--- src/rtl/rom_dump_sequencer_if.sv ---
// Control, cartridge-bus and UART-handshake signals of the ROM dump sequencer.
interface rom_dump_sequencer_if #(
  parameter int unsigned ADDR_W = 15
) ();
  logic              start;
  logic              abort;
  logic [ADDR_W-1:0] start_addr;
  logic [ADDR_W:0]   length;
  logic [ADDR_W-1:0] bus_addr;
  logic              bus_rd;
  logic [7:0]        bus_data;
  logic [7:0]        tx_data;
  logic              tx_valid;
  logic              tx_done;
  logic              busy;
  logic              finished;
  logic [ADDR_W:0]   bytes_sent;

  modport slave (
    input  start, abort, start_addr, length, bus_data, tx_done,
    output bus_addr, bus_rd, tx_data, tx_valid, busy, finished, bytes_sent
  );

  modport master (
    output start, abort, start_addr, length, bus_data, tx_done,
    input  bus_addr, bus_rd, tx_data, tx_valid, busy, finished, bytes_sent
  );
endinterface

--- src/rtl/rom_dump_sequencer.sv ---
// Walks a cartridge address range, samples each byte after a settle time and
// streams it to the UART, optionally followed by an additive checksum byte.
module rom_dump_sequencer #(
  parameter int unsigned ADDR_W        = 15,
  parameter int unsigned SETTLE_CYCLES = 8,
  parameter bit          CHECKSUM_EN   = 1'b1
) (
  input logic                 CLOCK_50,
  input logic                 RESET,
  rom_dump_sequencer_if.slave bus
);
  localparam int unsigned LEN_W = ADDR_W + 1;
  localparam int unsigned CNT_W = (SETTLE_CYCLES > 1) ? $clog2(SETTLE_CYCLES) : 1;

  typedef enum logic [2:0] {
    S_IDLE, S_SETTLE, S_WAIT_TX, S_SEND, S_GUARD, S_TRAILER, S_DONE
  } state_t;

  state_t            r_state;
  logic              r_start_q;
  logic [ADDR_W-1:0] r_addr;
  logic [ADDR_W-1:0] r_bus_addr;
  logic [LEN_W-1:0]  r_remaining;
  logic [LEN_W-1:0]  r_bytes_sent;
  logic [CNT_W-1:0]  r_settle_cnt;
  logic              r_guard_cnt;
  logic [7:0]        r_byte;
  logic [7:0]        r_checksum;
  logic [7:0]        r_tx_data;
  logic              r_bus_rd;
  logic              r_tx_valid;
  logic              r_busy;
  logic              r_finished;
  logic              r_trailer;
  logic              w_start_edge;

  assign w_start_edge = bus.start & ~r_start_q;

  always_ff @(posedge CLOCK_50) begin
    r_start_q  <= bus.start;
    r_tx_valid <= 1'b0;
    r_finished <= 1'b0;
    if (RESET) begin
      r_state      <= S_IDLE;
      r_addr       <= '0;
      r_bus_addr   <= '0;
      r_remaining  <= '0;
      r_bytes_sent <= '0;
      r_settle_cnt <= '0;
      r_guard_cnt  <= 1'b0;
      r_byte       <= '0;
      r_checksum   <= '0;
      r_tx_data    <= '0;
      r_bus_rd     <= 1'b0;
      r_busy       <= 1'b0;
      r_trailer    <= 1'b0;
    end else if (bus.abort) begin
      // abort beats any pending send or start edge; counts are kept
      r_state  <= S_IDLE;
      r_bus_rd <= 1'b0;
      r_busy   <= 1'b0;
    end else begin
      case (r_state)
        S_IDLE: begin
          if (w_start_edge) begin
            r_addr       <= bus.start_addr;
            r_remaining  <= bus.length;
            r_checksum   <= '0;
            r_bytes_sent <= '0;
            r_trailer    <= 1'b0;
            r_busy       <= 1'b1;
            if (bus.length == '0) begin
              if (CHECKSUM_EN) begin
                r_state <= S_TRAILER;
              end else begin
                r_state    <= S_DONE;
                r_finished <= 1'b1;
              end
            end else begin
              r_state      <= S_SETTLE;
              r_bus_addr   <= bus.start_addr;
              r_bus_rd     <= 1'b1;
              r_settle_cnt <= '0;
            end
          end
        end
        S_SETTLE: begin
          if (r_settle_cnt == CNT_W'(SETTLE_CYCLES - 1)) begin
            r_byte  <= bus.bus_data;
            r_state <= S_WAIT_TX;
          end else begin
            r_settle_cnt <= r_settle_cnt + CNT_W'(1);
          end
        end
        S_WAIT_TX: begin
          if (bus.tx_done) begin
            r_state      <= S_SEND;
            r_tx_valid   <= 1'b1;
            r_tx_data    <= r_byte;
            r_checksum   <= r_checksum + r_byte;
            r_bytes_sent <= r_bytes_sent + LEN_W'(1);
            r_remaining  <= r_remaining - LEN_W'(1);
            r_addr       <= r_addr + ADDR_W'(1);
          end
        end
        S_TRAILER: begin
          if (bus.tx_done) begin
            r_state    <= S_SEND;
            r_tx_valid <= 1'b1;
            r_tx_data  <= r_checksum;
            r_trailer  <= 1'b1;
          end
        end
        S_SEND: begin
          r_state     <= S_GUARD;
          r_guard_cnt <= 1'b0;
        end
        S_GUARD: begin
          // two cycles for the UART to drop tx_done before it is looked at again
          if (r_guard_cnt) begin
            if (r_trailer) begin
              r_state    <= S_DONE;
              r_finished <= 1'b1;
            end else if (r_remaining == '0) begin
              r_bus_rd <= 1'b0;
              if (CHECKSUM_EN) begin
                r_state <= S_TRAILER;
              end else begin
                r_state    <= S_DONE;
                r_finished <= 1'b1;
              end
            end else begin
              r_state      <= S_SETTLE;
              r_bus_addr   <= r_addr;
              r_settle_cnt <= '0;
            end
          end else begin
            r_guard_cnt <= 1'b1;
          end
        end
        S_DONE: begin
          r_state  <= S_IDLE;
          r_bus_rd <= 1'b0;
          r_busy   <= 1'b0;
        end
        default: begin
          r_state  <= S_IDLE;
          r_bus_rd <= 1'b0;
          r_busy   <= 1'b0;
        end
      endcase
    end
  end

  assign bus.bus_addr   = r_bus_addr;
  assign bus.bus_rd     = r_bus_rd;
  assign bus.tx_data    = r_tx_data;
  assign bus.tx_valid   = r_tx_valid;
  assign bus.busy       = r_busy;
  assign bus.finished   = r_finished;
  assign bus.bytes_sent = r_bytes_sent;

endmodule

--- src/flat_wrapper.sv ---
// flat-port wrapper written by rule: the top's interface ports become plain ports
module rom_dump_sequencer_flat 
#(
  parameter int unsigned ADDR_W        = 15,
  parameter int unsigned SETTLE_CYCLES = 8,
  parameter bit          CHECKSUM_EN   = 1'b1
)
  (CLOCK_50, RESET, bus_start, bus_abort, bus_start_addr, bus_length, bus_bus_data, bus_tx_done, bus_bus_addr, bus_bus_rd, bus_tx_data, bus_tx_valid, bus_busy, bus_finished, bus_bytes_sent);
  rom_dump_sequencer_if #(.ADDR_W(ADDR_W)) bus_i ();
  input logic CLOCK_50;
  input logic RESET;
  input wire logic [$bits(bus_i.start)-1:0] bus_start;
  input wire logic [$bits(bus_i.abort)-1:0] bus_abort;
  input wire logic [$bits(bus_i.start_addr)-1:0] bus_start_addr;
  input wire logic [$bits(bus_i.length)-1:0] bus_length;
  input wire logic [$bits(bus_i.bus_data)-1:0] bus_bus_data;
  input wire logic [$bits(bus_i.tx_done)-1:0] bus_tx_done;
  output wire logic [$bits(bus_i.bus_addr)-1:0] bus_bus_addr;
  output wire logic [$bits(bus_i.bus_rd)-1:0] bus_bus_rd;
  output wire logic [$bits(bus_i.tx_data)-1:0] bus_tx_data;
  output wire logic [$bits(bus_i.tx_valid)-1:0] bus_tx_valid;
  output wire logic [$bits(bus_i.busy)-1:0] bus_busy;
  output wire logic [$bits(bus_i.finished)-1:0] bus_finished;
  output wire logic [$bits(bus_i.bytes_sent)-1:0] bus_bytes_sent;
  assign bus_i.start = bus_start;
  assign bus_i.abort = bus_abort;
  assign bus_i.start_addr = bus_start_addr;
  assign bus_i.length = bus_length;
  assign bus_i.bus_data = bus_bus_data;
  assign bus_i.tx_done = bus_tx_done;
  assign bus_bus_addr = bus_i.bus_addr;
  assign bus_bus_rd = bus_i.bus_rd;
  assign bus_tx_data = bus_i.tx_data;
  assign bus_tx_valid = bus_i.tx_valid;
  assign bus_busy = bus_i.busy;
  assign bus_finished = bus_i.finished;
  assign bus_bytes_sent = bus_i.bytes_sent;
  rom_dump_sequencer #(.ADDR_W(ADDR_W), .SETTLE_CYCLES(SETTLE_CYCLES), .CHECKSUM_EN(CHECKSUM_EN)) u_core (.CLOCK_50(CLOCK_50), .RESET(RESET), .bus(bus_i));
endmodule
--- config.mk ---
export PLATFORM = sky130hd
export DESIGN_NAME = rom_dump_sequencer_flat
export DESIGN_NICKNAME = d
export VERILOG_FILES = /design/src/rtl/rom_dump_sequencer_if.sv /design/src/rtl/rom_dump_sequencer.sv /design/src/flat_wrapper.sv
export SDC_FILE = /design/constraint.sdc
export NUM_CORES = 1
export LEC_CHECK = 0
export ABC_AREA = 1
export BUFFER_PORTS_ARGS = -buffer_cell sky130_fd_sc_hd__buf_4
export CORE_ASPECT_RATIO = 1.4
export CORE_MARGIN = 2
export CORE_UTILIZATION = 59
export CTS_BUF_LIST = sky130_fd_sc_hd__clkbuf_8
export CTS_CLUSTER_DIAMETER = 40
export CTS_CLUSTER_SIZE = 8
export DETAILED_ROUTE_END_ITERATION = 8
export GPL_ROUTABILITY_DRIVEN = 0
export PLACE_DENSITY_LB_ADDON = 0.15
export SYNTH_ARGS = -nofsm -noshare
export SYNTH_HDL_FRONTEND = slang
export SYNTH_SLANG_ARGS = --single-unit
--- constraint.sdc ---
create_clock -name CLOCK_50 -period 2.15 [get_ports CLOCK_50]
set_clock_uncertainty 0.05 [all_clocks]
set_input_delay 0.1075 -clock CLOCK_50 [delete_from_list [all_inputs] [get_ports CLOCK_50]]
set_output_delay 0.1075 -clock CLOCK_50 [all_outputs]
set_load 0.03 [all_outputs]
==> summary.txt <==
Route
  – Wire per inst: 13.9 microns
  – DR vias/cell: 5.58
  – DRC marker count from the first detailed-route iteration: 297
  – Via count: 5809
  – Routed wire length: 14.5 mm
  – Detailed Routing Iterations Pass 1: 5
  – Residual DRC count: 0
  – Final ANT Viol Nets: 0

Critical path
  – Worst endpoint data arrival time: 2.21 ns
  – Crit end category: flop
  – Crit path max fanout: 12
  – Crit start category: flop
  – WS Path Type: reg2reg
  – WP data required: 2.42 ns

Power and ir drop
  – Pwr dens: 561 nW/um^2
  – Max VDD drop: 0.492 mV
  – Internal power: 0.00274 W
  – Seq pwr share: 51.1%
  – Part of the power in the clock network: 32.6%
  – Logic gate share of total power: 16.3%
  – P_leak: 2.92 nW
  – Switching share of total power: 27.2%
  – Net Sw Power: 0.00102 W

Clock tree
  – Clk pin slew, worst setup/hold paths: 0.09 ns
  – Clock Latency Late Sink: 0.37 ns
  – CTS Buf Count: 9
  – # H-tree levels: 3
  – Clk buf depth: 2
  – Root Driver: clkbuf_8
  – Num Clock Sinks: 99
  – CTS tree: done

Global route
  – Global-route wire length before repair: 23.9 mm
  – Largest net degree at the start of global routing: 50
  – Vias in the first global route: 5525
  – Initial antenna violation count: 0
  – Global route total overflow: 0
  – Total GRT Usage: 28.7%

STA
  – Final Hold Viols: 0
  – Slew margin rel.: 63.2%
  – RSZ-0062 raised after global routing: no
  – Final slew viol count: 0
  – Setup TNS: 0 ns
  – Tcrit/Tclk final: 90.5%
  – Fmax: 0.514 GHz
  – Slew @ Worst Pin: 0.551 ns
  – Final min period: 1.95 ns
  – Final setup vio count: 0

Final layout
  – Non-Filler Instances: 1041
  – FF+latch area: 1980 sq um
  – Commonest cells after routing, fill and taps aside: 219 x nand2_1, 113 x nor2_1, 99 x dfxtp_1, 98 x buf_4, 78 x inv_1
  – Most common cell after layout, fill and taps aside: nand2_1
  – # diodes: 0
  – Filler cells: 737
  – Nets: 988
  – Area of the multi-input gates: 3030 sq um
  – Fraction of layout cells with a size suffix above 1: 15.0%
  – Synth-to-layout area growth: 21.6%

Outcome
  – Status: complete, no violations

Hold path
  – Hold WC Path Type: in2reg

Floorplan
  – Die area: 10100 sq um
  – Core area: 9030 sq um
  – Chip height: 118 microns
  – Chip width: 85.7 microns
  – Initial Util: 61.0%
  – Number of placed I/O pins: 87
  – Core Rows: 41

Logic synthesis
  – Synthesis-stage register bit count: 99
  – Syn. warnings: 0
  – Register area share after synthesis: 36.0%
  – Netlist cell types: 37
  – Syn Inst Count: 822
  – Syn Nets: 880
  – Syn avg cell area: 6.70 sq um
  – Synthesized area: 5510 sq um

Place
  – HPWL after DPL: 10.3 mm
  – Cells after DPL: 996
  – Number of port buffers: 86

Job
  – Max_cap viols: 0
-- cells in the mapped netlist, drive strengths merged --
cell,n,area [sq um]
a211oi,1,7.51
a21oi,61,305
a22oi,26,195
a31oi,14,87.6
and3,2,12.5
buf,21,154
clkbuf,9,33.8
clkinv,2,7.51
dfxtp,99,1980
fa,1,20.0
ha,13,163
inv,83,314
nand2,225,870
nand3,41,220
nand4,14,87.6
nor2,120,489
nor3,15,75.1
nor4,1,6.26
o211ai,1,7.51
o21a,2,15.0
o21ai,40,200
o21bai,1,7.51
o22ai,1,6.26
or2,4,25.0
xnor2,9,78.8
xor2,16,140
-- worst max-delay path, stage by stage, from the launching register on --
cell	delay [ns]
dfxtp_1	0.50
nand2_1	0.17
nor2_4	0.28
clkinvlp_4	0.28
o21ai_0	0.34
inv_1	0.07
nand2_1	0.07
nand2_1	0.05
nor2_1	0.09
-- cells by family (layout without fill, tap and decap cells) --
group / count (synthesis) / in the layout / synth area share [%]
AND/OR/NAND/NOR: 422 / 422 / 32.4
AO/OA/AOI/OAI: 147 / 147 / 15.1
buffers and inverters: 115 / 227 / 9.24
flip-flops: 99 / 99 / 36.0
XOR/XNOR: 25 / 25 / 3.97
adder cells (fa/ha/maj): 14 / 14 / 3.32
-- metal layers --
layer	wire [microns]	GRT usage [%]
met5	0	0
met4	533	14.3
met3	710	5.38
met2	7750	52.6
met1	5530	30.8
-- worst paths after layout --
check,start,end,slack (ns),cells past startpoint
setup / recovery,u_core.r_state[2],u_core.bus.bus_addr[9],0.20,8
setup reg to reg,u_core.r_state[2],u_core.bus.bus_addr[9],0.20,8
hold reg to reg,u_core.bus.bytes_sent[10],u_core.bus.bytes_sent[10],0.43,2
hold / removal,bus_length[1],u_core.r_remaining[1],0.002,3
-- flip-flops by register name, summed over array words and instances (netlist names) --
register and flops:
u_core.bus.tx_valid 1, u_core.r_remaining 16, u_core.r_settle_cnt 3, u_core.bus.tx_data 8
u_core.bus.bus_addr 15, u_core.bus.bytes_sent 16, u_core.r_checksum 8, u_core.r_state 3
u_core.bus.bus_rd 1, u_core.r_addr 15, u_core.r_start_q 1, u_core.r_trailer 1
u_core.r_guard_cnt 1, u_core.bus.busy 1, u_core.r_byte 8, u_core.bus.finished 1
-- per-stage QoR --
stage	hold slack [ns]	setup slack, ns	util (%)	total power (W)	area (sq um)
finish	0.00205	0.204	74.2	0.00376	6700
global route	0.00510	0.0606	74.2	0.00393	6700
CTS	0.00236	0.00424	73.9	0.00378	6670
detailed placement	0.175	0.0358	68.7	0.00253	6200
global placement	0.172	0.0564	68.7	0.00252	6200
floorplan	0.0852	0.463	-	0.00234	5510
-- power by group through the flow --
stage,logic (W),registers (W),clock network [W]
2_1_floorplan,0.000339,0.00200,0
3_3_place_gp,0.000557,0.00196,0
4_1_cts,0.000611,0.00192,0.00125
6_report,0.000615,0.00192,0.00123
5_1_grt,0.000682,0.00193,0.00132
3_5_place_dp,0.000568,0.00196,0
-- final cells by class --
class | count | share of cell area (%)
Multi-Input combinational cell | 608 | 45.2
Clock inverter | 4 | 0.747
Inverter | 85 | 4.85
Tap cell | 107 | 2.00
Sequential cell | 99 | 29.6
Clock buffer | 11 | 2.26
Timing Repair inverter | 1 | 0.112
Timing Repair Buffer | 126 | 15.3
-- repair_timing --
action / CTS / global route
hold endpoints to repair: 28 / 0
hold buffers: 27 / 0
setup endpoints to repair: 0 / 14
setup buffers: 0 / 2
resized for setup: 0 / 3
Note: power is estimated with default switching activity, not from simulation.
